File: src/rtl/ddr_data_port.sv
// ddr_data_port: memory-side responder for the data cache's DDR request port.
// Serves burst reads, single-word jump-address reads and burst stores against
// a word-addressed memory with 1-cycle read latency.
//
// Handshake: a request is accepted only in IDLE, and it is a level signal.
// The responder stays in DONE until the serviced request drops.
// A store word moves on every cycle in which wr_burst_data_req and
// data_to_ddr_rdy are both high; if either is low, nothing moves.
module ddr_data_port #(
  parameter int DATA_CACHE_DEPTH = 16,
  parameter int DATA_WIDTH       = 16,
  parameter int DDR_ADDR_WIDTH   = 28,
  parameter int MEM_ADDR_WIDTH   = 16
) (
  input  logic                      clk,
  input  logic                      rst,
  input  logic                      DATA_read_req,
  input  logic                      JMP_ADDR_read_req,
  input  logic                      DATA_store_req,
  input  logic [DDR_ADDR_WIDTH-1:0] DATA_read_addr,
  input  logic [DDR_ADDR_WIDTH-1:0] DATA_write_addr,
  input  logic [DATA_WIDTH-1:0]     DATA_to_ddr,
  input  logic                      data_to_ddr_rdy,
  output logic [DATA_WIDTH-1:0]     DATA_to_cache,
  output logic [DDR_ADDR_WIDTH-1:0] JMP_ADDR_to_cache,
  output logic [9:0]                rd_cnt_data,
  output logic                      rd_burst_data_valid,
  output logic                      wr_burst_data_req,
  output logic [3:0]                state_interface_module,
  output logic [MEM_ADDR_WIDTH-1:0] mem_addr,
  output logic                      mem_rd_en,
  input  logic [DATA_WIDTH-1:0]     mem_rd_data,
  output logic                      mem_wr_en,
  output logic [DATA_WIDTH-1:0]     mem_wr_data
);

  typedef enum logic [3:0] {
    S_IDLE      = 4'd0,
    S_READ_DATA = 4'd1,
    S_READ_JMP  = 4'd2,
    S_STORE     = 4'd9,
    S_DONE      = 4'd10
  } state_t;

  typedef enum logic [1:0] {
    K_NONE  = 2'd0,
    K_STORE = 2'd1,
    K_READ  = 2'd2,
    K_JMP   = 2'd3
  } kind_t;

  localparam logic [9:0] DEPTH = 10'(DATA_CACHE_DEPTH);
  localparam int         ZW    = DDR_ADDR_WIDTH - DATA_WIDTH;

  state_t                    state_q, state_d;
  kind_t                     kind_q, kind_d;
  logic [MEM_ADDR_WIDTH-1:0] base_q, base_d;
  logic [9:0]                idx_q, idx_d;       // reads issued / store words accepted
  logic [9:0]                rd_cnt_q, rd_cnt_d;
  logic                      valid_q, valid_d;
  logic [DDR_ADDR_WIDTH-1:0] jmp_q, jmp_d;

  logic                      rd_en_c, wr_en_c, wr_req_c, req_held_c;
  logic [9:0]                word_c;
  logic [DDR_ADDR_WIDTH-1:0] rd_data_ext;
  logic                      unused_addr_bits;

  assign rd_data_ext = {{ZW{1'b0}}, mem_rd_data};
  // Only the word-address bits of the request addresses are used.
  assign unused_addr_bits = ^{DATA_read_addr, DATA_write_addr};

  // State register and burst bookkeeping.
  always_ff @(posedge clk) begin
    if (rst) begin
      state_q  <= S_IDLE;
      kind_q   <= K_NONE;
      base_q   <= '0;
      idx_q    <= '0;
      rd_cnt_q <= '0;
      valid_q  <= 1'b0;
      jmp_q    <= '0;
    end else begin
      state_q  <= state_d;
      kind_q   <= kind_d;
      base_q   <= base_d;
      idx_q    <= idx_d;
      rd_cnt_q <= rd_cnt_d;
      valid_q  <= valid_d;
      jmp_q    <= jmp_d;
    end
  end

  // Next-state logic and memory strobes.
  always_comb begin
    state_d    = state_q;
    kind_d     = kind_q;
    base_d     = base_q;
    idx_d      = idx_q;
    rd_cnt_d   = rd_cnt_q;
    valid_d    = valid_q;
    jmp_d      = jmp_q;
    rd_en_c    = 1'b0;
    wr_en_c    = 1'b0;
    wr_req_c   = 1'b0;
    word_c     = '0;
    req_held_c = 1'b0;

    case (state_q)
      S_IDLE: begin
        idx_d = '0;
        if (DATA_store_req) begin
          state_d = S_STORE;
          kind_d  = K_STORE;
          base_d  = DATA_write_addr[MEM_ADDR_WIDTH+2:3];
        end else if (DATA_read_req) begin
          state_d = S_READ_DATA;
          kind_d  = K_READ;
          base_d  = DATA_read_addr[MEM_ADDR_WIDTH+2:3];
        end else if (JMP_ADDR_read_req) begin
          state_d = S_READ_JMP;
          kind_d  = K_JMP;
          base_d  = DATA_read_addr[MEM_ADDR_WIDTH+2:3];
        end
      end

      // Word 0 is read twice so beat c lines up with word c-2 from beat 2 on.
      S_READ_DATA: begin
        if (idx_q <= DEPTH) begin
          rd_en_c  = 1'b1;
          word_c   = (idx_q == 10'd0) ? 10'd0 : idx_q - 10'd1;
          idx_d    = idx_q + 10'd1;
          rd_cnt_d = idx_q + 10'd1;
          valid_d  = 1'b1;
        end else begin
          valid_d = 1'b0;
          state_d = S_DONE;
        end
      end

      // First cycle issues the read, second cycle presents the beat and
      // latches the jump address for the cache to keep.
      S_READ_JMP: begin
        if (idx_q == 10'd0) begin
          rd_en_c  = 1'b1;
          idx_d    = 10'd1;
          rd_cnt_d = 10'd1;
          valid_d  = 1'b1;
        end else begin
          valid_d = 1'b0;
          jmp_d   = rd_data_ext;
          state_d = S_DONE;
        end
      end

      S_STORE: begin
        wr_req_c = 1'b1;
        word_c   = idx_q;
        if (data_to_ddr_rdy) begin
          wr_en_c = 1'b1;
          idx_d   = idx_q + 10'd1;
          if (idx_q == DEPTH - 10'd1) begin
            state_d = S_DONE;
          end
        end
      end

      S_DONE: begin
        case (kind_q)
          K_STORE: req_held_c = DATA_store_req;
          K_READ:  req_held_c = DATA_read_req;
          K_JMP:   req_held_c = JMP_ADDR_read_req;
          default: req_held_c = 1'b0;
        endcase
        if (!req_held_c) begin
          rd_cnt_d = '0;
          kind_d   = K_NONE;
          state_d  = S_IDLE;
        end
      end

      default: state_d = S_IDLE;
    endcase
  end

  // Strobes are suppressed while rst is high so a reset mid-burst writes nothing.
  assign mem_rd_en   = rd_en_c & ~rst;
  assign mem_wr_en   = wr_en_c & ~rst;
  assign mem_addr    = (rd_en_c | wr_en_c) ? base_q + MEM_ADDR_WIDTH'(word_c) : '0;
  assign mem_wr_data = wr_en_c ? DATA_to_ddr : '0;

  // Beat data comes straight from the registered memory output, aligned with
  // the registered count and valid.
  assign DATA_to_cache     = valid_q ? mem_rd_data : '0;
  assign JMP_ADDR_to_cache = (state_q == S_READ_JMP && valid_q) ? rd_data_ext : jmp_q;

  assign rd_cnt_data            = rd_cnt_q;
  assign rd_burst_data_valid    = valid_q;
  assign wr_burst_data_req      = wr_req_c;
  assign state_interface_module = state_q;

endmodule

File: config.mk
export PLATFORM = sky130hd
export DESIGN_NAME = ddr_data_port
export DESIGN_NICKNAME = d
export VERILOG_FILES = /design/src/rtl/ddr_data_port.sv
export SDC_FILE = /design/constraint.sdc
export NUM_CORES = 1
export LEC_CHECK = 0
export CAP_MARGIN = 30
export CORE_UTILIZATION = 38
export CTS_CLUSTER_SIZE = 8
export DETAILED_ROUTE_END_ITERATION = 8
export PLACE_DENSITY_LB_ADDON = 0.15
export SYNTH_ARGS = -nofsm -noshare
export SYNTH_HDL_FRONTEND = slang
export SYNTH_SLANG_ARGS = --single-unit
File: constraint.sdc
create_clock -name clk -period 4.2 [get_ports clk]
set_clock_uncertainty 0.1 [all_clocks]
set_input_delay 0.84 -clock clk [delete_from_list [all_inputs] [get_ports clk]]
set_output_delay 0.84 -clock clk [all_outputs]
set_load 0.05 [all_outputs]
==> qor.csv, run 1 <==
metric,value,unit
WL/cell,14.1,um
Setup CP Type,register to primary output,
fin crit share,112,%
number of enable flip-flop cells after synthesis,0,
clk root buf,clkbuf_8,
Final Hold Viols,0,
DIE AREA,11000,um^2
Max clock buf depth,2,
total power,3.52,mW
initial antenna violation count,0,
violated checks,setup timing,
critical path startpoint,idx_q[5]$_SDFFE_PP0P_,
Max-slew headroom,60.1,%
Synth cell types,62,
"Avg Cell Area, Syn",7.72,um^2
largest net degree at the start of global routing,55,
starting density of the core,39.1,%
outcome,"finished, violations left",
global route overflow,0,
Placement Rows,37,
Peak VDD IR,0.257,mV
final worst slack,-507,ps
Synth Area in Compound Gates,21.2,%
area of the core,10300,um^2
Iter 0 DRT Violations,271,
largest family of logic cells by synthesized area,simple AND/OR/NAND/NOR gates,
chip width,105,um
vias in the first global route,4150,
Num CTS Buffers,9,
worst hold-check path type,register to register,
Syn-to-layout area delta,63.4,%
r2r worst-path depth,10,
fraction of the mapped netlist area in adder cells,4.74,%
"Cell Area, Placed",6180,um^2
first-pass GRT wire length,19800,um
crit path to,mem_addr[11],
Reg-to-Reg Start,idx_q[0]$_SDFFE_PP0P_,
vias per cell,5.15,
"Seq/Total Area, Yosys",28.8,%
reg-to-reg critical path endpoint,rd_cnt_data[1]$_SDFFE_PP0P_,
mux cell area share after synthesis,8.92,%
final hold slack,355,ps
Top Ports,188,
Hold Buf Count CTS,0,
Clock power frac,17.2,%
Final HPWL DP,8790,um
"Slew Viols, Final",0,
worst-path maximum fanout,4,
Layout Cells excl Fill,846,
startpoint class of the critical path,register,
Die Ht,105,um
Gate Count Post-Synth,523,
drt total wl,11900,um
CTS HTree Levels,3,
"commonest non-fill, non-tap cell in the layout",clkdlybuf4s50_1,
CTS tree,yes,
number of port buffers,150,
YS warnings,0,
Post-layout nets,812,
Slew @ Worst Pin,594,ps
min Tclk post-route,4710,ps
Leak,2.65,nW
DR vias,4354,
switch share,47.5,%
CP Data Arrival Time,3770,ps
fin util,63.9,%
internal reg-to-reg setup slack,1280,ps
# setup viols final,12,
drt pass-1 iters,4,
Final ANT Viol Nets,0,
post-synthesis register bit count,58,
Synth Area in Simple Gates,27.0,%
Seq pwr share,21.9,%
FMAX,212,MHz
worst endpoint required time,3260,ps
max-cap violations,0,
layout cells sized above 1,22.5,%
switching power,1.67,mW
DRC viols,0,
total track usage,22.2,%
diode count,0,
fraction of synthesized cell area in xor and xnor cells,2.39,%
Power Dens Cells,533,nW/um^2
"Non-Filler Cell Area, Final",6600,um^2
routability cong.,0.866,
"commonest cells after routing, fill and taps aside","clkdlybuf4s50_1 (132), buf_4 (58), dfxtp_1 (56)",
CP endpoint kind,primary output,
cell area after synthesis,4040,um^2
"Clk Latency, worst-skew pair",350,ps
clock sinks,58,
"Reg clk slew, reported paths",80,ps
Post-synth top flop,dfxtp_1,
combinational share of power,60.9,%
RSZ-0062 raised after global routing,yes,
"Async S/R FF share, synth",0,%
Internal,1.85,mW
Cells after DPL,825,
-- kinds of logic after synthesis --
logic type	count (synthesis)
and+or+nand+nor	215
AOI/OAI and AO/OA	131
DFF	58
buffers and inverters	58
muxes	34
adders and majority gates	15
xor gates and xnor gates	11
other	1
-- layout make-up --
class	count	area, um^2
Fill cell	873	3720
Multi-Input combinational cell	419	2940
Timing Repair Buffer	206	2060
Sequential cell	58	1160
Tap cell	136	170
Clock buffer	9	124
Clock inverter	7	101
Inverter	11	41.3
-- cell usage after synthesis, drive strengths merged, types with 2 or more instances --
cell type  count  area (um^2)
dfxtp         58         1160
nor2          55          206
nand2         53          201
a21oi         48          240
and2          42          263
clkbuf        25         93.8
a211oi        23          173
buf           22          143
o21ai         22          110
mux2i         18          180
mux2          16          180
ha            12          150
inv           11         41.3
and3           9         56.3
nor2b          9         56.3
a21o           8         60.1
nor3           8         40.0
or3            8         50.1
nand2b         7         43.8
nand3          7         35.0
xnor2          6         52.6
o32ai          5         43.8
xor2           5         43.8
o21a           4         30.0
a221oi         3         26.3
a22o           3         26.3
a2111oi        2         23.8
maj3           2         21.3
nand3b         2         15.0
nand4          2         12.5
nand4b         2         17.5
nor4           2         12.5
o21bai         2         15.0
or3b           2         17.5
or4            2         18.8
-- sequential cells by signal, summed over array words and instances, names as in the netlist --
signal / flops
jmp_q: 16
kind_q: 2
base_q: 16
idx_q: 10
state_interface_module: 3
rd_cnt_data: 10
rd_burst_data_valid: 1
-- timing repair --
item,in CTS,in global routing
pin swaps,10,7
endpoints found under the setup margin,12,14
setup buffers,4,1
gates resized for setup,29,6
-- metrics by stage --
step | setup TNS (ps) | worst slack, ps
final | -4060 | -507
after global routing | -6890 | -745
after CTS | -4050 | -483
after detailed placement | -1270 | -212
after global placement | -889 | -175
after floorplan | -1930 | -345
-- worst min path at each step --
stage | startpoint | endpoint | slack, ps | cells past startpoint
floorplan | jmp_q[0]$_SDFFE_PP0P_ | jmp_q[0]$_SDFFE_PP0P_ | 330 | 2
global placement | jmp_q[10]$_SDFFE_PP0P_ | jmp_q[10]$_SDFFE_PP0P_ | 340 | 2
detailed placement | jmp_q[10]$_SDFFE_PP0P_ | jmp_q[10]$_SDFFE_PP0P_ | 350 | 2
CTS | jmp_q[10]$_SDFFE_PP0P_ | jmp_q[10]$_SDFFE_PP0P_ | 360 | 2
global route | jmp_q[9]$_SDFFE_PP0P_ | jmp_q[9]$_SDFFE_PP0P_ | 380 | 2
finish | jmp_q[9]$_SDFFE_PP0P_ | jmp_q[9]$_SDFFE_PP0P_ | 350 | 2
-- worst max-delay path, stage by stage (launching register included) --
cell      delay, ps
dfxtp_2         320
or4_4           520
or2_1           240
nand4b_1        270
nor2_1          140
a21oi_1          50
nor2_1          130
ha_1            260
a211o_1         280
a21o_1          190
a21o_1          230
a221oi_4        340
o21ai_2         120
a21oi_4         180
buf_12          150
-- power groups by stage --
stage | registers, mW | clock network (mW) | logic, mW
2_1_floorplan | 0.823 | 0 | 1.30
6_report | 0.768 | 0.605 | 2.14
4_1_cts | 0.769 | 0.611 | 2.13
3_3_place_gp | 0.770 | 0 | 2.04
3_5_place_dp | 0.776 | 0 | 2.07
5_1_grt | 0.788 | 0.644 | 2.29
-- per-layer routing --
layer  routed length [um]  share of wire, %  GRT usage, %
met1                 5140                43          28.2
met2                 5810                49          37.4
met3                  749               6.3          3.99
met4                  197               1.7          7.95
met5                    0                 0             0
Note: power is estimated with default switching activity, not from simulation.
==> run 2, diff against run 1 <==
--- a/config.mk
+++ b/config.mk
@@ -6,9 +6,12 @@
 export NUM_CORES = 1
 export LEC_CHECK = 0
 export CAP_MARGIN = 30
-export CORE_UTILIZATION = 38
+export CELL_PAD_IN_SITES_DETAIL_PLACEMENT = 0
+export CELL_PAD_IN_SITES_GLOBAL_PLACEMENT = 1
+export CORE_UTILIZATION = 40
 export CTS_CLUSTER_SIZE = 8
 export DETAILED_ROUTE_END_ITERATION = 8
+export DONT_BUFFER_PORTS = 1
 export PLACE_DENSITY_LB_ADDON = 0.15
 export SYNTH_ARGS = -nofsm -noshare
 export SYNTH_HDL_FRONTEND = slang
==> run 2 against run 1 <==
Effect of this change:
- the flow still finishes with violations (setup timing)
- clock power up 6.3%
- die area down 4.9%
- largest power group unchanged
- critical path depth up 1
- via count down 9.5%
- largest cell class unchanged
- core utilization down 8.5 points
- worst hold slack worse by 6.2 ps
- non-clock buffer count down 125
==> qor.csv, run 2 (synthesis gave the netlist of run 1 again) <==
metric,value,unit,change
outcome,"finished, violations left",,
violated checks,setup timing,,
"commonest cells after routing, fill and taps aside","buf_4 (63), dfxtp_1 (56), nand2_1 (52)",,
biggest regs,"base_q: 16 flops, jmp_q: 16 flops",,
WL/cell,16.4,um,+16%
Leak,2.23,nW,-16%
Peak VDD IR,0.269,mV,+4.4%
# setup viols final,13,,+1
startpoint class of the critical path,register,,
Slew @ Worst Pin,736,ps,+142 ps
Placement Rows,36,,-2.7%
initial antenna violation count,0,,unchanged
drt total wl,11700,um,-1.3%
largest net degree at the start of global routing,56,,+1.8%
FMAX,210,MHz,-1.2%
"commonest non-fill, non-tap cell in the layout",buf_4,,
layout cells sized above 1,30.1,%,+7.6 points
final hold slack,348,ps,-6.25 ps
area of the core,9770,um^2,-5.3%
CP Data Arrival Time,3820,ps,+50 ps
"Cell Area, Placed",4820,um^2,-22%
worst endpoint required time,3260,ps,about the same
routability cong.,0.870,,+0.42%
final worst slack,-562,ps,-55.4 ps
Max-slew headroom,50.9,%,-9.2 points
Num CTS Buffers,9,,unchanged
"Slew Viols, Final",0,,unchanged
vias per cell,5.49,,+6.7%
Fillers,922,,+5.6%
CP Depth,15,,+1
CTS HTree Levels,3,,unchanged
crit-path leading delay family,compound AO/OA/AOI/OAI gates,,
first-pass GRT wire length,17800,um,-10%
Final HPWL DP,8480,um,-3.5%
"Reg clk slew, reported paths",70,ps,about the same
drt pass-1 iters,4,,unchanged
worst-path maximum fanout,4,,unchanged
clock sinks,58,,unchanged
number of port buffers,0,,-100%
Min-Delay Path Depth,2,,unchanged
internal reg-to-reg setup slack,1320,ps,+40 ps
DR vias,3941,,-9.5%
Top Ports,188,,unchanged
CTS tree,yes,,
Crit-path slowest cell,or4_4,,
Max clock buf depth,2,,unchanged
Final Hold Viols,0,,unchanged
Power Dens Cells,627,nW/um^2,+18%
area occupied by multi-input gates,3020,um^2,+3.0%
"Non-Filler Cell Area, Final",5420,um^2,-18%
Die Ht,102,um,-2.5%
Post-layout nets,687,,-15%
max incr delay on CP,520,ps,about the same
r2r worst-path depth,7,,-3
chip width,102,um,-2.5%
DRC viols,0,,unchanged
starting density of the core,41.3,%,+2.2 points
max-cap violations,0,,unchanged
Hold Buf Count CTS,0,,unchanged
CP endpoint kind,primary output,,
min Tclk post-route,4760,ps,+55.4 ps
clk root buf,clkbuf_8,,
"Clk Latency, worst-skew pair",350,ps,about the same
RSZ-0062 raised after global routing,yes,,
Final ANT Viol Nets,0,,unchanged
Iter 0 DRT Violations,132,,-51%
register area,1160,um^2,unchanged
cells along the critical path,or4_4 > or2_1 > nand4b_1 > buf_4 > nor2_2 > o21ai_1 > o21ai_1 > ha_2 > o21a_1 > a21o_1 > a21o_1 > a221oi_4 > nor2_2 > o21ai_4 > buf_12,,
DIE AREA,10500,um^2,-4.9%
diode count,0,,unchanged
fin crit share,113,%,+1.3 points
total track usage,22.0,%,-0.22 points
global route overflow,0,,unchanged
Setup CP Type,register to primary output,,
Syn-to-layout area delta,34.1,%,
vias in the first global route,3613,,-13%
Worst Path Buf+Inv,2,,+1
worst hold-check path type,register to register,,
## run 2: repair_timing
action                                  CTS  global route
gates cloned                              0             0
pin swaps                                23            11
resized for setup                        39            20
endpoints found under the setup margin   12            14
setup buffers                             7             5
## run 2: layout make-up
type                    count  area share [%]
multi-input cells         419            55.8
flip-flops and latches     58            21.5
repair buffers             81            14.4
well taps                 133            3.07
clock buffers               9            2.29
clock inverters             7            2.15
inverters                  11           0.762
## run 2: path summary, 6_finish.rpt
path | from | to
worst max register to register | state_interface_module[1]$_SDFFE_PP0P_ | rd_cnt_data[3]$_SDFFE_PP0P_
worst min register to register | jmp_q[4]$_SDFFE_PP0P_ | jmp_q[4]$_SDFFE_PP0P_
worst max-delay path | idx_q[5]$_SDFFE_PP0P_ | mem_addr[15]
worst min-delay path | jmp_q[4]$_SDFFE_PP0P_ | jmp_q[4]$_SDFFE_PP0P_
## run 2: report_power, final
part	switching, mW	leakage, nW	internal [mW]
Combinational	1.28	1.63	0.692
Clock	0.250	0.120	0.394
Sequential	0.114	0.474	0.662
Total	1.65	2.23	1.75
## run 2: routing by layer
| layer | vias to the layer above | global-route usage (%) | part of all wire, % | wire [um] |
|---|---|---|---|---|
| met1 | 1855 | 27.3 | 44 | 5170 |
| met5 | - | 0 | 0 | 0 |
| met4 | 0 | 6.59 | 0.81 | 95 |
| met2 | 141 | 37.2 | 50 | 5840 |
| li1 | 1935 | - | - | - |
| met3 | 10 | 5.47 | 5.4 | 631 |
## run 2: through the flow
stage | setup slack (ps) | util (%) | TNS, ps | cells | power (mW)
6_report | -562 | 55.4 | -4930 | 718 | 3.39
5_1_grt | -715 | 55.4 | -6990 | 718 | 3.59
4_1_cts | -512 | 54.3 | -4730 | 713 | 3.36
3_5_place_dp | -242 | 49.3 | -1300 | 690 | 2.62
3_3_place_gp | -236 | 49.3 | -1240 | 689 | 2.60
2_1_floorplan | -345 | - | -1930 | 535 | 2.13
## run 2: worst reg2reg max path: cells and delay by family, from the launching register on
family / cells / cell delay [ps]
compound gates: 3 / 1070
buf+inv: 1 / 250
flops: 1 / 320
simple gates: 3 / 1040
